`src/rtl/ahb_slave_pkg.sv`:
```
// Shared types and helpers for the burst-capable AHB-Lite memory slave:
// transfer encodings, response codes, FSM states and byte-lane math.
package ahb_slave_pkg;

    typedef enum logic [1:0] {
        HTRANS_IDLE   = 2'd0,
        HTRANS_BUSY   = 2'd1,
        HTRANS_NONSEQ = 2'd2,
        HTRANS_SEQ    = 2'd3
    } htrans_t;

    localparam logic HRESP_OKAY  = 1'b0;
    localparam logic HRESP_ERROR = 1'b1;

    typedef logic [2:0] state_t;
    localparam state_t ST_IDLE = 3'd0;
    localparam state_t ST_WAIT = 3'd1;
    localparam state_t ST_DATA = 3'd2;
    localparam state_t ST_ERR1 = 3'd3;
    localparam state_t ST_ERR2 = 3'd4;

    function automatic int bus_log2(input int data_w);
        return (data_w == 64) ? 3 : 2;
    endfunction

    function automatic logic size_ok(input logic [2:0] hsize, input int data_w);
        return int'(hsize) <= bus_log2(data_w);
    endfunction

    // Little-endian lane mask; oversized transfers select no lanes at all.
    function automatic logic [7:0] lane_mask(input logic [2:0] addr_low,
                                             input logic [2:0] hsize,
                                             input int         data_w);
        int nbytes;
        int mask;
        if (!size_ok(hsize, data_w))
            return 8'h00;
        nbytes = 1 << hsize;
        mask   = ((1 << nbytes) - 1) << addr_low;
        return 8'(mask);
    endfunction

endpackage

```
`src/rtl/ahb_byte_strobe.sv`:
```
// Combinational byte-lane strobe generator: turns the low address bits and
// hsize into a per-lane write enable plus a misalignment flag.
module ahb_byte_strobe
    import ahb_slave_pkg::*;
#(
    parameter int DATA_W = 32
) (
    input  logic [2:0]          addr_low,
    input  logic [2:0]          hsize,
    output logic [DATA_W/8-1:0] strobe,
    output logic                align_err
);

    localparam int BYTE_W = DATA_W / 8;

    always_comb begin
        strobe    = BYTE_W'(lane_mask(addr_low, hsize, DATA_W));
        align_err = 1'b0;
        // Any address bit below the transfer size must be zero.
        for (int b = 0; b < 3; b++) begin
            if ((b < int'(hsize)) && addr_low[b])
                align_err = 1'b1;
        end
    end

endmodule

```
`src/rtl/ahb_slave_burst.sv`:
```
// Memory-backed AHB-Lite slave with programmable NONSEQ wait states,
// zero-wait SEQ beats, BUSY handling, byte-lane writes and two-cycle ERROR.
module ahb_slave_burst
    import ahb_slave_pkg::*;
#(
    parameter int DATA_W      = 32,
    parameter int ADDR_W      = 8,
    parameter int MEM_DEPTH   = 64,
    parameter int WAIT_STATES = 0
) (
    input  logic              hclk,
    input  logic              hresetn,
    input  logic [1:0]        htrans,
    input  logic              hwrite,
    input  logic [ADDR_W-1:0] haddr,
    input  logic [2:0]        hsize,
    input  logic [DATA_W-1:0] hwdata,
    input  logic              slv_busy,
    output logic              hready,
    output logic              hresp,
    output logic [DATA_W-1:0] hrdata
);

    localparam int BYTE_W = DATA_W / 8;
    localparam int LSB    = $clog2(BYTE_W);
    localparam int IDX_W  = (MEM_DEPTH > 1) ? $clog2(MEM_DEPTH) : 1;

    logic [DATA_W-1:0] mem [MEM_DEPTH];

    state_t            state;
    logic [3:0]        wait_cnt;
    logic              a_write;
    logic [IDX_W-1:0]  a_index;
    logic [BYTE_W-1:0] a_strobe;

    logic [2:0]        addr_low;
    logic [ADDR_W-1:0] word_idx;
    logic [BYTE_W-1:0] strobe;
    logic              align_err;
    logic              addr_err;
    logic              xfer;

    assign addr_low = 3'(haddr[LSB-1:0]);

    ahb_byte_strobe #(.DATA_W(DATA_W)) u_strobe (
        .addr_low  (addr_low),
        .hsize     (hsize),
        .strobe    (strobe),
        .align_err (align_err)
    );

    always_comb begin
        word_idx = haddr >> LSB;
        addr_err = (32'(word_idx) >= MEM_DEPTH) || !size_ok(hsize, DATA_W) || align_err;
        xfer     = (htrans == HTRANS_NONSEQ) || (htrans == HTRANS_SEQ);
    end

    // ERR2 ignores slv_busy so the error response always completes in two cycles.
    always_comb begin
        case (state)
            ST_WAIT, ST_ERR1: hready = 1'b0;
            ST_ERR2:          hready = 1'b1;
            default:          hready = !slv_busy;
        endcase
        hresp  = ((state == ST_ERR1) || (state == ST_ERR2)) ? HRESP_ERROR : HRESP_OKAY;
        hrdata = ((state == ST_DATA) && !a_write && !slv_busy) ? mem[a_index] : '0;
    end

    always_ff @(posedge hclk or negedge hresetn) begin
        if (!hresetn) begin
            state    <= ST_IDLE;
            wait_cnt <= '0;
            a_write  <= 1'b0;
            a_index  <= '0;
            a_strobe <= '0;
        end else begin
            case (state)
                ST_WAIT: begin
                    if (!slv_busy) begin
                        if (wait_cnt == 4'(WAIT_STATES - 1)) begin
                            state    <= ST_DATA;
                            wait_cnt <= '0;
                        end else begin
                            wait_cnt <= wait_cnt + 4'd1;
                        end
                    end
                end
                ST_ERR1: state <= ST_ERR2;
                default: ;
            endcase

            // Address phase sampling also overrides the state on the edge that finishes a data phase.
            if (hready) begin
                if (xfer) begin
                    a_write  <= hwrite;
                    a_index  <= word_idx[IDX_W-1:0];
                    a_strobe <= strobe;
                    if (addr_err) begin
                        state <= ST_ERR1;
                    end else if ((htrans == HTRANS_NONSEQ) && (WAIT_STATES > 0)) begin
                        state    <= ST_WAIT;
                        wait_cnt <= '0;
                    end else begin
                        state <= ST_DATA;
                    end
                end else begin
                    state <= ST_IDLE;
                end
            end
        end
    end

    always_ff @(posedge hclk) begin
        if (hresetn && (state == ST_DATA) && a_write && !slv_busy) begin
            for (int b = 0; b < BYTE_W; b++) begin
                if (a_strobe[b])
                    mem[a_index][8*b +: 8] <= hwdata[8*b +: 8];
            end
        end
    end

endmodule

```
`config.mk`:
```
export PLATFORM = sky130hd
export DESIGN_NAME = ahb_slave_burst
export DESIGN_NICKNAME = d
export VERILOG_FILES = /design/src/rtl/ahb_slave_pkg.sv /design/src/rtl/ahb_byte_strobe.sv /design/src/rtl/ahb_slave_burst.sv
export SDC_FILE = /design/constraint.sdc
export NUM_CORES = 2
export LEC_CHECK = 0
export ABC_AREA = 1
export BUFFER_PORTS_ARGS = -buffer_cell sky130_fd_sc_hd__buf_2
export CAP_MARGIN = 20
export CORE_ASPECT_RATIO = 2
export CORE_MARGIN = 3
export CORE_UTILIZATION = 40
export DETAILED_ROUTE_END_ITERATION = 10
export HOLD_SLACK_MARGIN = 0.08
export PLACE_DENSITY = 0.58
export RECOVER_POWER = 100
export SYNTH_ARGS = -nofsm -noshare
export SYNTH_HDL_FRONTEND = slang
export SYNTH_SLANG_ARGS = --single-unit
```
`constraint.sdc`:
```
create_clock -name hclk -period 2.55 [get_ports hclk]
set_clock_uncertainty 0.05 [all_clocks]
set_input_delay 0.255 -clock hclk [delete_from_list [all_inputs] [get_ports hclk]]
set_output_delay 0.255 -clock hclk [all_outputs]
set_load 0.005 [all_outputs]
```
Word level (Yosys, flattened, before mapping)
Memory sizes are Yosys's and may differ from the RTL's.
Index checks and enable logic that the tools add are counted.
{"block": "totals", "in_bits": 49, "wordCells": 69, "regBits": 18, "latch_bits": 0, "ram_bits": 2048, "mem_count": 1, "output_inout_bits": 34, "mem_bits_ro": 0}
{"block": "classes", "reduce_logical": 19, "magnitude_cmp": 4, "n_eq_ne": 9, "mul": 0, "shift": 3, "addsub": 2, "bitwise_logic": 1, "muxes": 25, "div": 0}
{"name": "mem", "depth": 64, "word_bits": 32, "read_ports": 1, "rd_ports_with_merged_regs": 0, "write_ports": 1, "line": "ahb_slave_burst.sv:28", "source": "logic [DATA_W-1:0] mem [MEM_DEPTH];"}
{"op": "$mux 32", "n": 1}
{"op": "$shl 1x3->32 const A", "n": 1}
{"op": "$shl 1x32->32 const A", "n": 1}
{"op": "$shl 32x2->4", "n": 1}
{"op": "$sub 32x2->32 const B", "n": 1}
{"op": "$mux 1", "n": 16}
{"op": "$mux 3", "n": 4}
{"op": "$mux 4", "n": 2}
{"op": "$ge 6x7->1 const B", "n": 1}
{"op": "$logic_and 1x1->1", "n": 7}
{"op": "$eq 3x2->1 const B", "n": 2}
{"op": "$lt 1x3->1 const A", "n": 2}
{"op": "$ne 3x3->1 const B", "n": 2}
{"op": "$pmux 3 s2", "n": 1}
{"op": "$add 4x1->4 const B", "n": 1}
{"op": "$eq 2x2->1 const B", "n": 2}
{"op": "$eq 4x4->1 const B", "n": 1}
{"op": "$logic_or 1x1->1", "n": 4}
{"op": "$reduce_and 2->1", "n": 2}
{"op": "$eq 3x1->1 const B", "n": 1}
{"op": "$eq 3x3->1 const B", "n": 1}
{"op": "$le 3x2->1 const B", "n": 1}
{"op": "$logic_not 1->1", "n": 3}
{"op": "$reduce_and 3->1", "n": 1}
{"op": "other kinds (4)", "n": 4}

Depth between registers and ports, before layout
{"block": "depth", "depth_word": 8, "mapped_depth": 12, "depth_no_buf": 8}

Hierarchy
A second synthesis with hierarchy kept.
{"block": "unflattened", "hier_cells": 8552, "area_unflattened_um2": 89031.6}
{"module": "ahb_slave_burst", "n_inst": 1, "area_each_um2": 88887.8, "seq_area_each_um2": 61949.4, "cells_each": 8521}
{"module": "ahb_byte_strobe", "n_inst": 1, "area_each_um2": 143.9, "seq_area_each_um2": 0.0, "cells_each": 31}

Worst setup path after synthesis
OpenSTA, ideal clock, no wires.
{"block": "synth_path", "path_kind": "flip-flop to flip-flop", "start": "register a_index[1]", "end": "memory mem[56][0] (enable)", "t_arrival_ns": 1.809, "required_ns": 2.130, "path_stages_with_launch": 8, "path_buffers": 2, "slack_ns": 0.321, "period_less_slack_ns": 2.229, "setup_ns": 0.370, "path_cell_list": "dfrtp_1 > nor2_1 > buf_2 > buf_2 > inv_1 > nor2_2 > nand2_1 > nor2_1"}
{"element": "from (decl)", "line": "ahb_slave_burst.sv:33", "source": "logic [IDX_W-1:0] a_index;"}
{"element": "from (signal assigned)", "line": "ahb_slave_burst.sv:96", "source": "a_index <= word_idx[IDX_W-1:0];"}
{"element": "to (decl)", "line": "ahb_slave_burst.sv:28"}
Straight into the memory's write port.

Worst setup path after layout
{"block": "layout_path", "start": "register a_index[0]", "end": "output port hrdata[26]"}
{"block": "layout_via", "elab_chain_cells": 2}
{"element": "$mem_v2 64x32"}
{"element": "$mux 32", "line": "ahb_slave_burst.sv:66", "source": "hrdata = ((state == ST_DATA) && !a_write && !slv_busy) ? mem[a_index] : '0;"}
{"element": "to (decl)", "line": "ahb_slave_burst.sv:21", "source": "output logic [DATA_W-1:0] hrdata"}
No other way between the ends.

==> results.toml <==
[placed_design]
dp.cells = 11990
dp_hpwl_um = 190400
pre_cts_ws_ns = -0.6867
gp_congestion = 0.9309
io_buffers = 81

[layout]
nets = 9426
drive_gt1_share_pct = 19.31
layoutNonFillerInstCount = 12470
n_fill_cell = 19700
multiInputGateArea_um2 = 20940
final_common_cell = "nand2_1"
area_growth_pct = 23.28
seq_area_um2 = 61960
mostFrequentLayoutCells = "nand2_1, edfxtp_1, inv_1"

[critical_path]
critPathLaunchType = "flip-flop"
cp.required_ns = 2.25
cp_data_arrival_time_ns = 3.29
crit_start = "a_index[0]"
cp-end-kind = "output port"
cp_slowest_cell = "dfrtp_4"
r2r-start = "a_index[2]"
cpMostUsedCell = "buf_12"
path_class = "reg -> out"
crit_chain = "buf_12 -> buf_12 -> buf_12 -> buf_12 -> buf_12 -> or2_2 -> nand3_2 -> nand2_2 -> o21ai_2 -> nand2_1 -> nor2_2 -> a21oi_4 -> buf_2"
path_max_fanout = 8
slowest_delay_ns = 0.60

[route]
wl_per_cell_um = 22.97
drt_pass1_iterations = 8
drc_errors = 0
viasPerCell = 5.007
wirelength_um = 286400
vias = 62440
final_antenna_net_count = 0
drt_iter0_markers = 5353

[worst_hold_path]
min-delay-path-class = "in -> reg"
min-delay-start = "haddr[6]"

[clock_tree]
cts_buffers = 180
root_buffer = "clkbuf_16"
clkLatencyLatePin_ns = 0.84
h-tree-depth = 4
path_clk_slew_ns = 0.07
clock_path_buffers = 4
cts.sinks = 2066
cts_tree = "done"

[run_status]
violations = "max-capacitance violations, max-slew violations, negative setup slack"
status = "complete, but fails checks"

[timing]
final.min_clock_period_ns = 3.592
max_freq_mhz = 278.4
worst_pin_slew_ns = 2.357
slew_headroom_pct = -57.13
layout_setup_ws_ns = -1.042
fin_crit_sh_pct = 140.9
drv_slew = 856
rsz0062_at_grt = "yes"
finalHoldViolCount = 0
setup_viol = 1318

[global_routing]
met1_usage_pct = 25.91
grt_use_met3_pct = 2.953
met2_usage_pct = 43.85
grt.total_usage_pct = 24.21
first_global_vias = 60850
grt_overflow_total = 0
antenna_found_initial = 16
top_usage_layer = "met2"
grt_max_degree = 65
grt_pass1_wl_um = 404500

[floorplan]
rows = 244
die_h_um = 672.6
die_x_um = 339.3
top_level_ports = 83
start_util_pct = 40.21
fp.dieArea_um2 = 228200
core_area_um2 = 221000

[synth]
ys_warn_count = 0
ys_seq_elements = 2066
syn-cell-area_um2 = 88880
synth_cell_type_count = 26
synth_nets = 8574
synth_seq_area_share_pct = 69.70
avgSynthCellArea_um2 = 10.43
synthCells = 8524

[power_and_ir_drop]
max-vdd-ir-drop_uv = 789.5
p_leak_nw = 46.42
design_power_total_mw = 105.5
power.density_nw_per_um2 = 962.7

[job]
maxCapViolCount = 18
-- power breakdown --
group	leakage, nW	total [mW]	switching (mW)	internal, mW
registers	18.6	37.7	0.197	37.5
logic	25.1	40.8	25.1	15.7
clock network	2.73	27.0	12.4	14.7
total	46.4	105	37.7	67.8
-- synth_stat cells --
cell / number / area [µm²]
nor2_1: 527 / 1978
nand3_1: 871 / 4359
o211ai_1: 64 / 480.5
o21ai_0: 275 / 1376
dfrtp_1: 18 / 450.4
inv_1: 1616 / 6066
clkbuf_1: 188 / 705.7
mux2_2: 1 / 11.26
o2bb2ai_1: 1 / 8.760
inv_2: 5 / 18.77
nor3_1: 10 / 50.05
buf_1: 12 / 45.04
o21a_1: 1 / 7.510
o21ai_1: 57 / 285.3
or2_2: 224 / 1401
o31ai_1: 3 / 22.52
buf_2: 195 / 975.9
xnor2_1: 1 / 8.760
edfxtp_1: 2048 / 61500
nor2_2: 8 / 50.05
ha_1: 1 / 12.51
nand2_1: 2357 / 8847
buf_4: 4 / 30.03
o22ai_1: 1 / 6.260
xor2_1: 1 / 8.760
a21oi_1: 35 / 175.2
-- final timing paths --
check	endpoint	slack, ns	depth (start not counted)
worst max register to register	mem[9][25]	-0.15	15
min in group asynchronous	a_index[3]	0.91	4
worst min register to register	wait_cnt[3]	0.44	1
max in group asynchronous	a_index[0]	0.59	4
worst max-delay path	hrdata[26]	-1.04	13
worst min-delay path	a_index[4]	0.24	4
-- layout make-up --
class / count / area share (%)
Tap cell: 2952 / 3.371
Inverter: 1621 / 5.582
Multi-Input combinational cell: 4438 / 19.11
Timing Repair Buffer: 1068 / 10.26
Clock buffer: 214 / 4.286
Sequential cell: 2066 / 56.55
Antenna cell: 7 / 0.01599
Clock inverter: 102 / 0.8062
Timing Repair inverter: 1 / 0.01485
-- stage by stage --
| step | TNS [ns] | utilization, % | hold slack (ns) | cell area, µm² |
|---|---|---|---|---|
| CTS | -151.13 | 48.92 | 0.09543 | 108100 |
| floorplan | 0 | - | -0.09059 | 88880 |
| global route | -196.78 | 49.57 | 0.2793 | 109600 |
| detailed placement | -302.35 | 45.05 | 0.2304 | 99580 |
| finish | -93.09 | 49.57 | 0.2358 | 109600 |
| global placement | -264.30 | 45.05 | 0.2098 | 99580 |
-- critical path, delay by kind of cell, from the launching register on --
family	cells	cell delay [ns]
buffers and inverters	6	0.96
DFF	1	0.60
AOI/OAI and AO/OA	2	0.22
and+or+nand+nor	5	0.68
-- sequential cells by signal, summed over array words and instances, names as in the netlist --
| signal | count |
|---|---|
| wait_cnt | 4 |
| a_index | 6 |
| a_write | 1 |
| a_strobe | 4 |
| mem | 2048 |
| state | 3 |
-- what timing repair did --
item | in CTS | in global routing
setup buffers | 34 | 43
resized for setup | 456 | 450
pin swaps | 114 | 151
cloned | 26 | 19
endpoints found under the hold margin | 1361 | 1
endpoints found under the setup margin | 1698 | 2037
hold buffers | 58 | 1
-- cell families after synthesis --
logic type | Yosys count | synth area share (%)
simple gates | 3997 | 18.77
mux | 1 | 0.01267
flops | 2066 | 69.70
buf+inv | 2020 | 8.822
fa+ha+maj | 1 | 0.01408
xor+xnor | 2 | 0.01971
compound gates | 437 | 2.658
-- layer usage --
metal / part of all wire, % / vias up
li1: - / 28990
met3: 5.4 / 746
met5: 0.0077 / -
met1: 34 / 30600
met4: 8.7 / 4
met2: 52 / 2099
Power figures use the tool's default switching activity.
